==> src/rtl/pwm_lbus.sv <==
// pwm_lbus - multi-channel PWM generator, slave on the XT_LB low-speed bus.
//
// Period and duty values are written to shadow registers and copied into the
// active registers only at a period boundary (or continuously while disabled).
// This keeps the outputs glitch-free.
//
// Optional feature macro: PWM_LBUS_IRQ_EN
//   Adds STATUS.bit1 irq_en and the level interrupt output irq.
//
// Ports:
//   clk       in   peripheral clock, rising-edge logic
//   rstn      in   asynchronous active-low reset
//   lb_sel    in   slave selected this cycle
//   lb_we     in   1 = write, 0 = read
//   lb_addr   in   [7:0] word address
//   lb_wdata  in   [31:0] write data
//   rdata     out  [31:0] combinational read data (0 if unselected/unmapped)
//   pwm_out   out  [CH_NUM-1:0] registered PWM outputs
//   irq       out  period-done interrupt (only with PWM_LBUS_IRQ_EN)
//
// Register map (word offsets from BASE_ADDR):
//   +0            CTRL    bit0 en, bits[8+CH_NUM-1:8] oe, bits[23:16] psc
//   +1            PERIOD  period shadow
//   +2..+1+CH_NUM DUTY[i] duty shadow of channel i
//   +2+CH_NUM     STATUS  bit0 done (W1C), bit1 irq_en
//
// Bus protocol: single-cycle accesses with no wait states and no handshake.
// A write commits on the rising edge where lb_sel & lb_we is high. A read
// returns rdata combinationally in the same cycle lb_sel is high.
module pwm_lbus #(
  parameter int          CH_NUM    = 4,
  parameter int          CNT_WIDTH = 16,
  parameter logic [7:0]  BASE_ADDR = 8'd40
) (
  input  logic                clk,
  input  logic                rstn,
  input  logic                lb_sel,
  input  logic                lb_we,
  input  logic [7:0]          lb_addr,
  input  logic [31:0]         lb_wdata,
  output logic [31:0]         rdata,
  output logic [CH_NUM-1:0]   pwm_out
`ifdef PWM_LBUS_IRQ_EN
  ,
  output logic                irq
`endif
);

  localparam logic [7:0] OFF_CTRL   = 8'd0;
  localparam logic [7:0] OFF_PERIOD = 8'd1;
  localparam logic [7:0] OFF_STATUS = 8'(2 + CH_NUM);

  // Address decode. The 9-bit difference flags addresses below BASE_ADDR.
  logic [8:0] off_full;
  logic [7:0] off;
  logic       hit;
  logic       wr;
  logic       wr_ctrl;
  logic       wr_period;
  logic       wr_status;

  assign off_full  = {1'b0, lb_addr} - {1'b0, BASE_ADDR};
  assign off       = off_full[7:0];
  assign hit       = !off_full[8] && (off <= OFF_STATUS);
  assign wr        = lb_sel & lb_we & hit;
  assign wr_ctrl   = wr && (off == OFF_CTRL);
  assign wr_period = wr && (off == OFF_PERIOD);
  assign wr_status = wr && (off == OFF_STATUS);

  // Programmer-visible registers
  logic                 en;
  logic [CH_NUM-1:0]    oe;
  logic [7:0]           psc;
  logic [CNT_WIDTH-1:0] period_sh;
  logic [CNT_WIDTH-1:0] duty_sh [CH_NUM];
  logic                 done;

  // Active registers and counters
  logic [CNT_WIDTH-1:0] period_act;
  logic [CNT_WIDTH-1:0] duty_act [CH_NUM];
  logic [7:0]           pcnt;
  logic [CNT_WIDTH-1:0] cnt;

  logic run;
  logic tick;
  logic wrap;

  // Counting continues on this edge only if enabled and not being disabled
  // by a CTRL write on the same edge (a disable clears the counters at once).
  assign run  = en & ~(wr_ctrl & ~lb_wdata[0]);
  assign tick = (pcnt == psc);
  assign wrap = run & tick & (cnt == period_act);

  always_ff @(posedge clk or negedge rstn) begin
    if (!rstn) begin
      en        <= 1'b0;
      oe        <= '0;
      psc       <= '0;
      period_sh <= '0;
    end else begin
      if (wr_ctrl) begin
        en  <= lb_wdata[0];
        oe  <= lb_wdata[8 +: CH_NUM];
        psc <= lb_wdata[23:16];
      end
      if (wr_period) begin
        period_sh <= lb_wdata[CNT_WIDTH-1:0];
      end
    end
  end

  always_ff @(posedge clk or negedge rstn) begin
    if (!rstn) begin
      for (int i = 0; i < CH_NUM; i++) begin
        duty_sh[i] <= '0;
      end
    end else begin
      for (int i = 0; i < CH_NUM; i++) begin
        if (wr && (off == 8'(2 + i))) begin
          duty_sh[i] <= lb_wdata[CNT_WIDTH-1:0];
        end
      end
    end
  end

  // Prescaler and period counter
  always_ff @(posedge clk or negedge rstn) begin
    if (!rstn) begin
      pcnt <= '0;
      cnt  <= '0;
    end else if (!run) begin
      pcnt <= '0;
      cnt  <= '0;
    end else begin
      pcnt <= tick ? 8'd0 : pcnt + 8'd1;
      if (tick) begin
        cnt <= (cnt == period_act) ? '0 : cnt + 1'b1;
      end
    end
  end

  // Shadow-to-active transfer: at every wrap, and continuously while disabled
  // so that an enable always starts from the latest programmed values.
  always_ff @(posedge clk or negedge rstn) begin
    if (!rstn) begin
      period_act <= '0;
      for (int i = 0; i < CH_NUM; i++) begin
        duty_act[i] <= '0;
      end
    end else if (!en || wrap) begin
      period_act <= period_sh;
      for (int i = 0; i < CH_NUM; i++) begin
        duty_act[i] <= duty_sh[i];
      end
    end
  end

  // Outputs compare the pre-update counter value.
  always_ff @(posedge clk or negedge rstn) begin
    if (!rstn) begin
      pwm_out <= '0;
    end else begin
      for (int i = 0; i < CH_NUM; i++) begin
        pwm_out[i] <= en & oe[i] & (cnt < duty_act[i]);
      end
    end
  end

  // done: set on every wrap; a simultaneous W1C loses to the set.
  always_ff @(posedge clk or negedge rstn) begin
    if (!rstn) begin
      done <= 1'b0;
    end else if (wrap) begin
      done <= 1'b1;
    end else if (wr_status && lb_wdata[0]) begin
      done <= 1'b0;
    end
  end

`ifdef PWM_LBUS_IRQ_EN
  logic irq_en;

  always_ff @(posedge clk or negedge rstn) begin
    if (!rstn) begin
      irq_en <= 1'b0;
      irq    <= 1'b0;
    end else begin
      if (wr_status) begin
        irq_en <= lb_wdata[1];
      end
      irq <= done & irq_en;
    end
  end
`endif

  // Read mux: returns shadow values; unused bits are 0.
  always_comb begin
    rdata = '0;
    if (lb_sel && hit) begin
      if (off == OFF_CTRL) begin
        rdata[0]            = en;
        rdata[8 +: CH_NUM]  = oe;
        rdata[23:16]        = psc;
      end else if (off == OFF_PERIOD) begin
        rdata[CNT_WIDTH-1:0] = period_sh;
      end else if (off == OFF_STATUS) begin
        rdata[0] = done;
`ifdef PWM_LBUS_IRQ_EN
        rdata[1] = irq_en;
`endif
      end else begin
        for (int i = 0; i < CH_NUM; i++) begin
          if (off == 8'(2 + i)) begin
            rdata[CNT_WIDTH-1:0] = duty_sh[i];
          end
        end
      end
    end
  end

  // Write-data bits that no register holds.
  logic unused_wdata;
  assign unused_wdata = ^lb_wdata;

endmodule

==> config.mk <==
export PLATFORM = sky130hd
export DESIGN_NAME = pwm_lbus
export DESIGN_NICKNAME = d
export VERILOG_FILES = /design/src/rtl/pwm_lbus.sv
export SDC_FILE = /design/constraint.sdc
export NUM_CORES = 1
export LEC_CHECK = 0
export CAP_MARGIN = 20
export CORE_MARGIN = 2
export CORE_UTILIZATION = 59
export DETAILED_ROUTE_END_ITERATION = 16
export GPL_TIMING_DRIVEN = 1
export PLACE_DENSITY_LB_ADDON = 0.25
export SLEW_MARGIN = 25
export SYNTH_ARGS = -nofsm -noshare
export SYNTH_HDL_FRONTEND = slang
export SYNTH_SLANG_ARGS = --single-unit
==> constraint.sdc <==
create_clock -name clk -period 6.3 [get_ports clk]
set_input_delay 1.89 -clock clk [delete_from_list [all_inputs] [get_ports clk]]
set_output_delay 1.89 -clock clk [all_outputs]
set_load 0.03 [all_outputs]
==> run_results.csv, run 1 <==
group,metric,value,unit
final_layout,multi_input_area,5184,um2
timing,tightest_slew,1.001,ns
floorplan,rows,48,
drt,routed_via_density,6.074,
clock_network,cts_sinks,202,
floorplan,die_area,19040,um2
setup_path,max_stage_delay,0.49,ns
grt,grt_util_all_layers,0.2856,
yosys,synth_top_area_share,0.4772,
placement,placed_area,11550,um2
job,cap_violations,0,
worst_hold_path,min_path_type,"reg -> reg",
drt,antenna_left,0,
floorplan,start_util,0.6082,
setup_path,cp_top_family,"buffers and inverters",
setup_path,cp_common_cell,"buf_4",
yosys,yosysUniqueCellTypes,60,
timing,drv_slew,0,
placement,dp_hpwl,17510,um
floorplan,core_area,17420,um2
final_layout,layout-drive-gt1-share,0.2933,
timing,fin_crit,6.281,ns
pwr,peakVddDrop,0.0002208,V
grt,grt_max_degree,116,
grt,overflow,0,
yosys,seq_area_frac_synth,0.4772,
yosys,synth_flop_cell,"dfrtp_1",
yosys,avgSynthCellArea,11.73,um2
clock_network,clock_latency,0.51,ns
yosys,synth_top_cells_by_area,"dfrtp_1 48%, mux2_2 18%, ha_1 7.4%, inv_1 2.4%, xnor2_1 2.1%",
drt,vias,7435,
grt,antenna_found_initial,0,
outcome,outcome,"finished clean",
pwr,p_leak,5.863,nW
grt,grt_pass1_vias,7591,
clock_network,ctsLongestPathBuffers,3,
final_layout,stdcell_area,12520,um2
setup_path,path_class,"in -> out",
final_layout,seqCellArea,5055,um2
yosys,yosysWarnings,0,
floorplan,io_pins,80,
drt,drc,0,
setup_path,worstPathArrival,4.39,ns
final_layout,final_nets,1091,
yosys,synth_area,10590,um2
yosys,yosys_register_bits,202,
yosys,synth_edf_count,0,
setup_path,start_kind,"input pin",
drt,finalWirelength,25930,um
final_layout,n_antenna_cell,0,
pwr,powerDensity,230.5,nW/um2
clock_network,cts_tree,"done",
clock_network,cts_buffers,22,
clock_network,htree_levels,1,
final_layout,nFillCells,1224,
grt,grt_first_pass_wirelength,41340,um
clock_network,cts_root_buffer,"clkbuf_16",
placement,port_buffers,63,
floorplan,die_h,138.0,um
yosys,yosysTopAreaCell,"dfrtp_1",
timing,finalClockSkew,0.02099,ns
timing,tns,0,ns
drt,wl_per_cell,21.18,um
floorplan,die_w,138.0,um
final_layout,layout-area-overhead-vs-synth,18.16,%
timing,hold_viol,0,
setup_path,crit_fanout,6,
drt,drt-initial-drc-count,490,
timing,max_slew_margin,0.3288,
setup_path,required,4.41,ns
setup_path,end_kind,"primary output",
timing,max_freq,159.2,MHz
drt,firstDrtPassIters,5,
timing,setup_viol,0,
timing,finalCritPeriodShare,0.9971,
setup_path,path_buf_inv,6,
yosys,async_flop_share,1.000,
clock_network,cts.clk_slew.worst_paths,0.06,ns
setup_path,cp_cell_sequence,"clkdlybuf4s50_1 > inv_2 > ha_1 > nand2b_1 > o31a_2 > buf_6 > nor3_2 > buf_4 > o21a_1 > a221oi_1 > o22ai_1 > buf_4 > buf_12",
yosys,syn_inst,903,
setup_path,crit_path_top_delay_cell,"clkdlybuf4s50_1",
placement,routabilityCongestion,0.8864,
layer usage:
| metal | wire length, um | vias to the layer above | global-route usage |
|---|---|---|---|
| li1 | - | 3422 | - |
| met1 | 11450 | 3723 | 0.4006 |
| met2 | 12250 | 228 | 0.4574 |
| met3 | 1360 | 62 | 0.04020 |
| met4 | 869 | 0 | 0.1026 |
| met5 | 0 | - | 0 |
cell usage in the layout, fill, tap and decap left out, types with 4 or more instances in the layout:
master           synthesis  final
a211oi_1                11     11
a21o_1                   8      8
a21oi_1                 25     23
a221oi_1                11     10
a22o_1                   7      7
a22oi_1                 10     10
and2_1                  10      9
and3_1                   8      8
buf_12                   0      8
buf_4                   19     38
buf_6                    0      5
bufinv_16                0      6
clkbuf_16                0     23
clkbuf_8                 0      6
clkdlybuf4s50_1          0     38
conb_1                   1      8
dfrtp_1                202    202
ha_1                    63     63
inv_1                   67     66
mux2_1                   7      7
mux2_2                 167    167
mux2i_1                  5      5
nand2_1                 33     32
nand2_2                  4      5
nand2b_1                 8      8
nand3_1                 13     12
nand3b_1                 7      7
nand4_1                 13     13
nor2_1                  35     32
nor2_2                   1      4
nor2b_1                  6      6
nor3_1                  11      9
o211ai_1                 4      4
o21a_1                  11     11
o21ai_0                 31     29
o22ai_1                  5      4
o2bb2ai_1                7      5
xnor2_1                 26     26
xor2_1                   4      4
registers in the layout, summed over array words and instances (netlist names):
| signal | count |
|---|---|
| psc | 8 |
| period_act | 16 |
| done | 1 |
| en | 1 |
| pwm_out | 4 |
| duty_act | 64 |
| duty_sh | 64 |
| period_sh | 16 |
| cnt | 16 |
| oe | 4 |
| pcnt | 8 |
logic make-up (layout without fill, tap and decap cells):
group	after synthesis	in the layout	share of synthesized area
AO/OA/AOI/OAI	153	153	0.1003
buffers and inverters	107	196	0.04559
XOR/XNOR	30	30	0.02480
other	1	8	0.0003540
adder cells (fa/ha/maj)	63	63	0.07442
multiplexers	179	179	0.1897
AND/OR/NAND/NOR	168	168	0.08765
flip-flops	202	202	0.4772
synthesized netlist by cell type, drive strengths merged (4+ instances only):
library cell / instances
inv: 67
xnor2: 26
nor2: 36
nand3b: 7
mux2: 174
and2: 10
ha: 63
nand2b: 9
and3: 8
o21a: 11
xor2: 4
o21ai: 31
a22oi: 10
nand2: 37
nor2b: 6
o211ai: 4
mux2i: 5
o22ai: 5
nand4: 13
clkbuf: 13
nor4: 4
dfrtp: 202
a221oi: 11
nor3: 15
nand3: 14
a21oi: 25
o2bb2ai: 7
a22o: 7
a21o: 8
buf: 27
a211oi: 11
path summary, 6_finish.rpt:
check	end	depth (start not counted)	start	slack [ns]
setup / recovery	rdata[9]	13	lb_addr[3]	0.02
hold / removal	duty_act[27]$_DFFE_PN0P_	1	duty_act[27]$_DFFE_PN0P_	0.50
setup reg to reg	period_act[12]$_DFFE_PN0P_	6	pcnt[2]$_DFF_PN0_	3.77
hold reg to reg	duty_act[27]$_DFFE_PN0P_	1	duty_act[27]$_DFFE_PN0P_	0.50
max in group asynchronous	duty_act[11]$_DFFE_PN0P_	2	rstn	3.62
min in group asynchronous	duty_act[7]$_DFFE_PN0P_	1	rstn	1.51
layout make-up:
| type | count | area share |
|---|---|---|
| clock buffer | 31 | 0.05238 |
| clock inverter | 8 | 0.01540 |
| inverter | 67 | 0.02009 |
| multi-input combinational | 601 | 0.4142 |
| sequential | 202 | 0.4039 |
| tap | 225 | 0.02249 |
| timing repair buffer | 90 | 0.07158 |
stage by stage:
stage	power, mW	cells	worst slack, ns	hold slack (ns)	util
global route	2.973	1224	-0.02055	0.5245	0.7186
finish	2.885	1224	0.01851	0.5005	0.7186
detailed placement	1.424	1183	0.01880	0.4930	0.6630
global placement	1.423	1183	0.01549	0.4782	0.6629
CTS	2.904	1222	0.01095	0.5064	0.7117
floorplan	1.360	910	0.1704	0.4632	-
worst register-to-register path: stages, from the launching register on:
cell and delay [ns]:
dfrtp_1 0.45, xnor2_1 0.18, nand4_1 0.24, nor2_2 0.66
a31oi_4 0.18, buf_12 0.29, mux2_1 0.42
where the power goes:
part / switching (mW) / internal (mW)
clock: 0.513 / 0.968
sequential: 0.00124 / 1.30
combinational: 0.0673 / 0.0359
repair_timing:
action,4_1_cts,5_1_grt
setup buffers,0,2
hold buffers,0,0
setup endpoints to repair,0,15
gates resized for setup,0,28
Power figures use the tool's default switching activity.
==> run 2, diff against run 1 <==
--- a/config.mk
+++ b/config.mk
@@ -10,7 +10,7 @@
 export CORE_UTILIZATION = 59
 export DETAILED_ROUTE_END_ITERATION = 16
 export GPL_TIMING_DRIVEN = 1
-export PLACE_DENSITY_LB_ADDON = 0.25
+export PLACE_DENSITY = 0.83
 export SLEW_MARGIN = 25
 export SYNTH_ARGS = -nofsm -noshare
 export SYNTH_HDL_FRONTEND = slang
==> run 2 against run 1 <==
  * Total power shrank 6.7%
  * Highest routed layer unchanged
  * Sequential power is essentially flat
  * Hold slack got worse by 0.00093 ns
  * Utilization is 0.51 points lower
==> run_results.csv, run 2 (synthesis gave the netlist of run 1 again) <==
group,metric,value,unit
drt,routed_via_density,6.130,
drt,highest_layer,"met4",
grt,grt_max_degree,137,
setup_path,cp_top_family,"compound AO/OA/AOI/OAI gates",
final_layout,layout-area-overhead-vs-synth,17.32,%
clock_network,cts_root_buffer,"clkbuf_16",
drt,antenna_left,0,
job,cap_violations,0,
clock_network,cts_tree,"done",
drt,finalWirelength,25920,um
final_layout,nFillCells,1207,
timing,setup_slack,0.2322,ns
pwr,powerDensity,216.6,nW/um2
timing,max_freq,164.8,MHz
timing,fin_crit,6.068,ns
final_layout,mostFrequentLayoutCell,"dfrtp_1",
setup_path,crit_fanout,7,
grt,grt_util_all_layers,0.2852,
grt,grt_first_pass_wirelength,41460,um
final_layout,final_nets,1097,
setup_path,end_kind,"primary output",
final_layout,fin_util,0.7135,
final_layout,fin_cells,1231,
timing,tns,0,ns
drt,vias,7546,
outcome,outcome,"finished clean",
timing,finalCritPeriodShare,0.9631,
floorplan,io_pins,80,
setup_path,crit_path_top_delay_cell,"clkdlybuf4s50_1",
floorplan,core_area,17420,um2
clock_network,htree_levels,1,
setup_path,cp_common_cell,"buf_4",
placement,port_buffers,63,
clock_network,cts_buffers,22,
pwr,peakVddDrop,0.0001604,V
setup_path,cp_cell_sequence,"clkdlybuf4s50_1 > o21a_1 > o31a_1 > nor3_2 > buf_4 > a22o_1 > a221oi_1 > o2bb2ai_1 > buf_4 > buf_12",
final_layout,stdcell_area,12430,um2
grt,antenna_found_initial,0,
timing,tightest_slew,0.7431,ns
setup_path,max_stage_delay,0.56,ns
placement,routabilityCongestion,0.8987,
setup_path,path_class,"in -> out",
clock_network,cts_sinks,202,
pwr,total_power,2.692,mW
drt,drt-initial-drc-count,575,
placement,dp.cells,1185,
placement,placed_area,11570,um2
worst_hold_path,min_path_type,"reg -> reg",
clock_network,hold_buffers,0,
final_layout,mostFrequentLayoutCells,"202 x dfrtp_1, 167 x mux2_2, 66 x inv_1",
final_layout,n_antenna_cell,0,
floorplan,die_w,138.0,um
grt,grt_pass1_vias,7525,
timing,drv_slew,0,
final_layout,largestRegisters,"duty_act x64, duty_sh x64",
clock_network,cts.clk_slew.worst_paths,0.06,ns
floorplan,die_h,138.0,um
drt,routed-wl-met2,12090,um
setup_path,required,4.41,ns
timing,max_slew_margin,0.5046,
grt,overflow,0,
drt,wl_per_cell,21.05,um
drt,wl_met1,11090,um
drt,drc,0,
drt,firstDrtPassIters,6,
drt,routed-wl-met3,1919,um
floorplan,start_util,0.6082,
setup_path,worstPathArrival,4.18,ns
timing,finalClockSkew,0.01202,ns
timing,setup_viol,0,
placement,place_ws,-0.01433,ns
final_layout,layout-drive-gt1-share,0.2893,
timing,rsz0062_at_grt,"no",
setup_path,path_buf_inv,4,
timing,hold_viol,0,
floorplan,die_area,19040,um2
timing,worst_hold_slack,0.4996,ns
pwr,p_leak,5.848,nW
clock_network,ctsLongestPathBuffers,3,
clock_network,clock_latency,0.51,ns
setup_path,start_kind,"input pin",
floorplan,rows,48,
placement,dp_hpwl,17580,um
## run 2: what timing repair did
item	CTS	global route
setup endpoints to repair	4	16
cloned	0	0
resized for setup	3	14
buffers inserted	2	4
pin swaps	1	9
## run 2: path summary, 6_finish.rpt
path                                           from                         end  slack, ns  depth (start not counted)
min reg2reg                duty_act[27]$_DFFE_PN0P_    duty_act[27]$_DFFE_PN0P_       0.50                          1
min                        duty_act[27]$_DFFE_PN0P_    duty_act[27]$_DFFE_PN0P_       0.50                          1
min in group asynchronous                      rstn     duty_sh[44]$_DFFE_PN0P_       1.37                          1
max                                      lb_addr[6]                   rdata[15]       0.23                         10
max reg2reg                      cnt[3]$_DFFE_PN0P_  period_act[12]$_DFFE_PN0P_       3.35                          7
max in group asynchronous                      rstn     duty_sh[20]$_DFFE_PN0P_       3.82                          2
## run 2: power by group
part / switching [mW] / total [mW] / internal [mW] / leakage [nW]
Sequential: 0.00119 / 1.30 / 1.30 / 2.82
Combinational: 0.0675 / 0.103 / 0.0357 / 2.67
Clock: 0.525 / 1.29 / 0.763 / 0.364
Total: 0.594 / 2.69 / 2.10 / 5.85
## run 2: area by class of cell
type                    count  area (um2)  area share
multi-input cells         601        5140      0.4136
flip-flops and latches    202        5055      0.4068
clock buffers              29       606.8     0.04883
well taps                 225       281.5     0.02265
repair buffers             96       972.2     0.07823
clock inverters            11       120.1    0.009666
inverters                  67       251.5     0.02024
## run 2: layer usage
layer,global-route usage,up-vias
met1,0.4047,3756
met5,0,-
li1,-,3433
met3,0.04313,61
met2,0.4557,296
met4,0.08900,0
==> run 3, diff against run 2 <==
--- a/config.mk
+++ b/config.mk
@@ -5,12 +5,14 @@
 export SDC_FILE = /design/constraint.sdc
 export NUM_CORES = 1
 export LEC_CHECK = 0
+export ABC_CLOCK_PERIOD_IN_PS = 6300
 export CAP_MARGIN = 20
 export CORE_MARGIN = 2
 export CORE_UTILIZATION = 59
 export DETAILED_ROUTE_END_ITERATION = 16
 export GPL_TIMING_DRIVEN = 1
 export PLACE_DENSITY = 0.83
+export SKIP_LAST_GASP = 1
 export SLEW_MARGIN = 25
 export SYNTH_ARGS = -nofsm -noshare
 export SYNTH_HDL_FRONTEND = slang
==> run 3 against run 2 <==
  * Global-route usage is essentially flat
  * Utilization grew 0.086 points
  * Register-to-register slack better by 0.02 ns
  * Total power about the same
  * Design area up 0.12%
  * Critical endpoint unchanged
==> run_results.csv, run 3 (synthesis gave the netlist of run 1 again) <==
group,metric,value,unit
setup_path,crit_fanout,7,
floorplan,die_h,138.0,um
final_layout,n_antenna_cell,0,
grt,grt_use_met2,0.4557,
worst_hold_path,min_path_type,"reg -> reg",
pwr,total_power,2.694,mW
drt,wl_per_cell,21.05,um
drt,firstDrtPassIters,7,
clock_network,cts.clk_slew.worst_paths,0.06,ns
setup_path,worstPathArrival,4.18,ns
outcome,outcome,"finished clean",
final_layout,stdcell_area,12440,um2
clock_network,cts_sinks,202,
timing,max_freq,164.7,MHz
grt,busiest_layer,"met2",
final_layout,seqCellArea,5055,um2
setup_path,max_stage_delay,0.56,ns
clock_network,ctsLongestPathBuffers,3,
timing,rsz0062_at_grt,"no",
floorplan,core_area,17420,um2
pwr,powerDensity,216.6,nW/um2
final_layout,fin_util,0.7144,
final_layout,multi_input_area,5140,um2
setup_path,end_kind,"primary output",
worst_hold_path,hold_depth,1,
timing,max_slew_margin,0.4733,
floorplan,io_pins,80,
final_layout,mostFrequentLayoutCell,"dfrtp_1",
setup_path,start_kind,"input pin",
floorplan,rows,48,
clock_network,cts_root_buffer,"clkbuf_16",
setup_path,cp_common_cell,"buf_4",
timing,fin_crit,6.072,ns
pwr,p_leak,5.857,nW
drt,vias,7499,
timing,drv_slew,0,
timing,setup_viol,0,
setup_path,r2r_start,"cnt[3]$_DFFE_PN0P_",
grt,grt_util_all_layers,0.2852,
clock_network,clock_latency,0.51,ns
grt,grt_max_degree,137,
drt,routed_via_density,6.082,
final_layout,layout-drive-gt1-share,0.2907,
placement,routabilityCongestion,0.8987,
drt,finalWirelength,25960,um
timing,finalCritPeriodShare,0.9638,
setup_path,path_buf_inv,4,
grt,grt_pass1_vias,7527,
setup_path,crit_path_top_delay_cell,"clkdlybuf4s50_1",
placement,dp_hpwl,17580,um
final_layout,nFillCells,1205,
setup_path,cp_top_family,"compound AO/OA/AOI/OAI gates",
setup_path,cp_cell_sequence,"clkdlybuf4s50_1 > o21a_1 > o31a_1 > nor3_2 > buf_4 > a22o_1 > a221oi_1 > o2bb2ai_1 > buf_4 > buf_12",
setup_path,rr_worst_depth,7,
grt,grt_first_pass_wirelength,41480,um
floorplan,die_area,19040,um2
drt,antenna_left,0,
placement,placed_area,11570,um2
grt,antenna_found_initial,0,
worst_hold_path,min_from,"duty_act[27]$_DFFE_PN0P_",
pwr,peakVddDrop,0.0001609,V
setup_path,required,4.41,ns
timing,tns,0,ns
setup_path,path_class,"in -> out",
grt,use_met1,0.4050,
setup_path,ff2ff_setup_slack,3.37,ns
drt,drt-initial-drc-count,635,
timing,tightest_slew,0.7900,ns
setup_path,r2r-end,"period_act[12]$_DFFE_PN0P_",
floorplan,die_w,138.0,um
grt,overflow,0,
clock_network,cts_buffers,22,
final_layout,layout-area-overhead-vs-synth,17.46,%
timing,hold_viol,0,
final_layout,final_nets,1099,
final_layout,largestRegisters,"duty_act x64, duty_sh x64",
final_layout,mostFrequentLayoutCells,"202 x dfrtp_1, 167 x mux2_2, 66 x inv_1",
clock_network,cts_tree,"done",
grt,gr-usage-met3,0.04313,
clock_network,htree_levels,1,
placement,port_buffers,63,
worst_hold_path,hold_end,"duty_act[27]$_DFFE_PN0P_",
drt,drc,0,
floorplan,start_util,0.6082,
timing,finalClockSkew,0.01489,ns
job,cap_violations,0,
-- run 3: per-stage QoR --
stage          worst slack [ns]  hold WS [ns]  instances
2_1_floorplan            0.1704        0.4632        910
3_3_place_gp            0.02462        0.4763       1185
3_5_place_dp           -0.01433        0.4866       1185
4_1_cts                -0.01722        0.5005       1227
5_1_grt                  0.1159        0.5216       1233
6_report                 0.2281        0.5003       1233
-- run 3: worst max path at each step --
stage	from	to	slack, ns	cells after the start
2_1_floorplan	lb_addr[3]	rdata[0]	0.17	10
3_3_place_gp	lb_addr[4]	rdata[14]	0.02	12
3_5_place_dp	lb_addr[4]	rdata[14]	-0.01	12
4_1_cts	lb_addr[4]	rdata[14]	-0.02	12
5_1_grt	lb_addr[6]	rdata[15]	0.12	10
6_report	lb_addr[6]	rdata[15]	0.23	10
-- run 3: where the power goes --
part	switching, mW	internal (mW)	total [mW]	leakage (nW)
clock	0.526	0.763	1.29	0.364
combinational	0.0681	0.0363	0.104	2.67
sequential	0.00118	1.30	1.30	2.82
-- run 3: worst reg2reg max path: cells and delay by family, from the launching register on --
kind            cells  cell delay [ns]
xor+xnor            1             0.34
simple gates        2             0.77
buf+inv             2             0.59
flops               1             0.52
compound gates      1             0.26
mux                 1             0.33
-- run 3: routing by layer --
| metal | vias up | routed length, um | share of wire |
|---|---|---|---|
| li1 | 3434 | - | - |
| met4 | 0 | 804 | 0.031 |
| met3 | 60 | 1682 | 0.065 |
| met5 | - | 0 | 0 |
| met2 | 266 | 12120 | 0.47 |
| met1 | 3739 | 11350 | 0.44 |
-- run 3: final cells by class --
class | count | share of cell area
Clock buffer | 29 | 0.04877
Timing Repair Buffer | 98 | 0.07934
Tap cell | 225 | 0.02263
Clock inverter | 11 | 0.009654
Sequential cell | 202 | 0.4063
Multi-Input combinational cell | 601 | 0.4131
Inverter | 67 | 0.02021
-- run 3: timing repair --
item,CTS,global route
gates cloned,0,0
resized for setup,2,15
hold buffers,0,0
pin swaps,1,9
setup buffers,2,6
endpoints found under the hold margin,0,0
setup endpoints to repair,4,16
==> patch, RTL diff (settings of run 3) <==
The parameter `CH_NUM` goes from 4 to 8.
--- a/src/rtl/pwm_lbus.sv
+++ b/src/rtl/pwm_lbus.sv
@@ -29,5 +29,5 @@
 // returns rdata combinationally in the same cycle lb_sel is high.
 module pwm_lbus #(
-  parameter int          CH_NUM    = 4,
+  parameter int          CH_NUM    = 8,
   parameter int          CNT_WIDTH = 16,
   parameter logic [7:0]  BASE_ADDR = 8'd40
Interface: changed (resized pwm_out); port bits go from 80 to 84. The function was not compared with the original's and may differ.
==> patch against run 3 <==
- design area rose by 69%
- worst setup slack got worse by 0.19 ns
- sequential cell count rose by 136
- power rose by 73%
- synthesized area rose by 71%
- wire length rose by 86%
- global-route usage rose by 2.6 points
- via count rose by 78%
- critical path depth rose by 1
- critical path type unchanged
- critical endpoint is now rdata[8]
- largest cell class unchanged
==> patch: results (changes against run 3) <==
metric,value,unit,change
Max VDD drop,0.248,mV,+54%
crit-path max FO,6,,-1
gpl congestion,0.970,,+7.9%
multi-input combinational area share,42.4,%,+1.1 points
first-pass GRT wire length,75400,um,+82%
Vias,13319,,+78%
final clock skew,0.0202,ns,+0.00536 ns
share of cells above drive strength 1,25.7,%,-3.3 points
Clk network pwr share,47.0,%,-0.9 points
post-synthesis sequential area ratio,46.8,%,-0.96 points
status,"complete, no violations",,
clock network area share,5.83,%,-0.0084 points
vias in the first global route,13648,,+81%
placed cell area,19600,um^2,+69%
Layout fillers,2095,,+74%
Post-synth top cells,"dfrtp_1 (338), mux2_2 (244), inv_1 (131)",,
bufs w/o clock,144,,+47%
port bufs,67,,+6.3%
inverters,131,,+96%
initial antenna violation count,1,,+1
H-tree Lvls,2,,+1
Worst-Margin Slew,1.04,ns,+0.254 ns
Mapped Cells,1591,,+76%
M3 GR Usage,3.77,%,-0.54 points
switching power,1050,uW,+77%
Seq cells,338,,+67%
seq pwr,2200,uW,+69%
CP Data Arrival Time,4.37,ns,+0.19 ns
area delta synth->final,16.1,%,
met2 usage,51.5,%,+5.9 points
LEAKAGE,0.00991,uW,+69%
first drt pass iteration count,5,,-2
core area,30400,um^2,+75%
met1 usage,41.0,%,+0.47 points
## patch: cell types whose count changed in the layout (fill, tap and decap cells not counted), sizes merged, moves of 44 or more
cell and delta:
a21oi +52, buf +44, dfrtp +136, ha +60, inv +64, mux2 +126
## patch: per-layer routing
metal,share of wire [%],vias up
li1,-,5883
met1,41,6756
met2,48,535
met3,6.5,145
met4,4.8,0
met5,0,-
## patch: path summary, 6_finish.rpt
kind	slack (ns)	to	from	depth (start not counted)
min	0.49	duty_act[123]$_DFFE_PN0P_	duty_act[123]$_DFFE_PN0P_	1
max reg2reg	3.32	duty_act[89]$_DFFE_PN0P_	cnt[10]$_DFFE_PN0P_	8
min in group asynchronous	1.41	duty_act[80]$_DFFE_PN0P_	rstn	1
min reg2reg	0.49	duty_act[123]$_DFFE_PN0P_	duty_act[123]$_DFFE_PN0P_	1
max in group asynchronous	3.78	cnt[14]$_DFFE_PN0P_	rstn	2
max	0.04	rdata[8]	lb_addr[4]	11
## patch: logic make-up (layout without fill, tap and decap cells)
group                    Yosys count  count (layout)  synth area share (%)
adder cells (fa/ha/maj)          123             123                  8.51
buffers and inverters            212             339                  5.33
AND/OR/NAND/NOR                  282             282                  7.86
multiplexers                     329             329                  20.3
AO/OA/AOI/OAI                    276             276                  9.79
other                              1               8                0.0207
flip-flops                       338             338                  46.8
XOR/XNOR                          30              30                  1.45
## patch: critical path, cell delays in order
cell,delay (ns)
clkdlybuf4s50_1,0.51
inv_1,0.06
ha_2,0.18
nand2b_4,0.16
o31a_1,0.32
or3_4,0.36
buf_4,0.18
o22ai_4,0.18
a211oi_1,0.09
nor3_2,0.28
buf_12,0.16
## patch: what timing repair did
action,CTS,global route
resized for setup,15,22
setup endpoints to repair,16,16
setup buffers,3,0
pin swaps,6,9
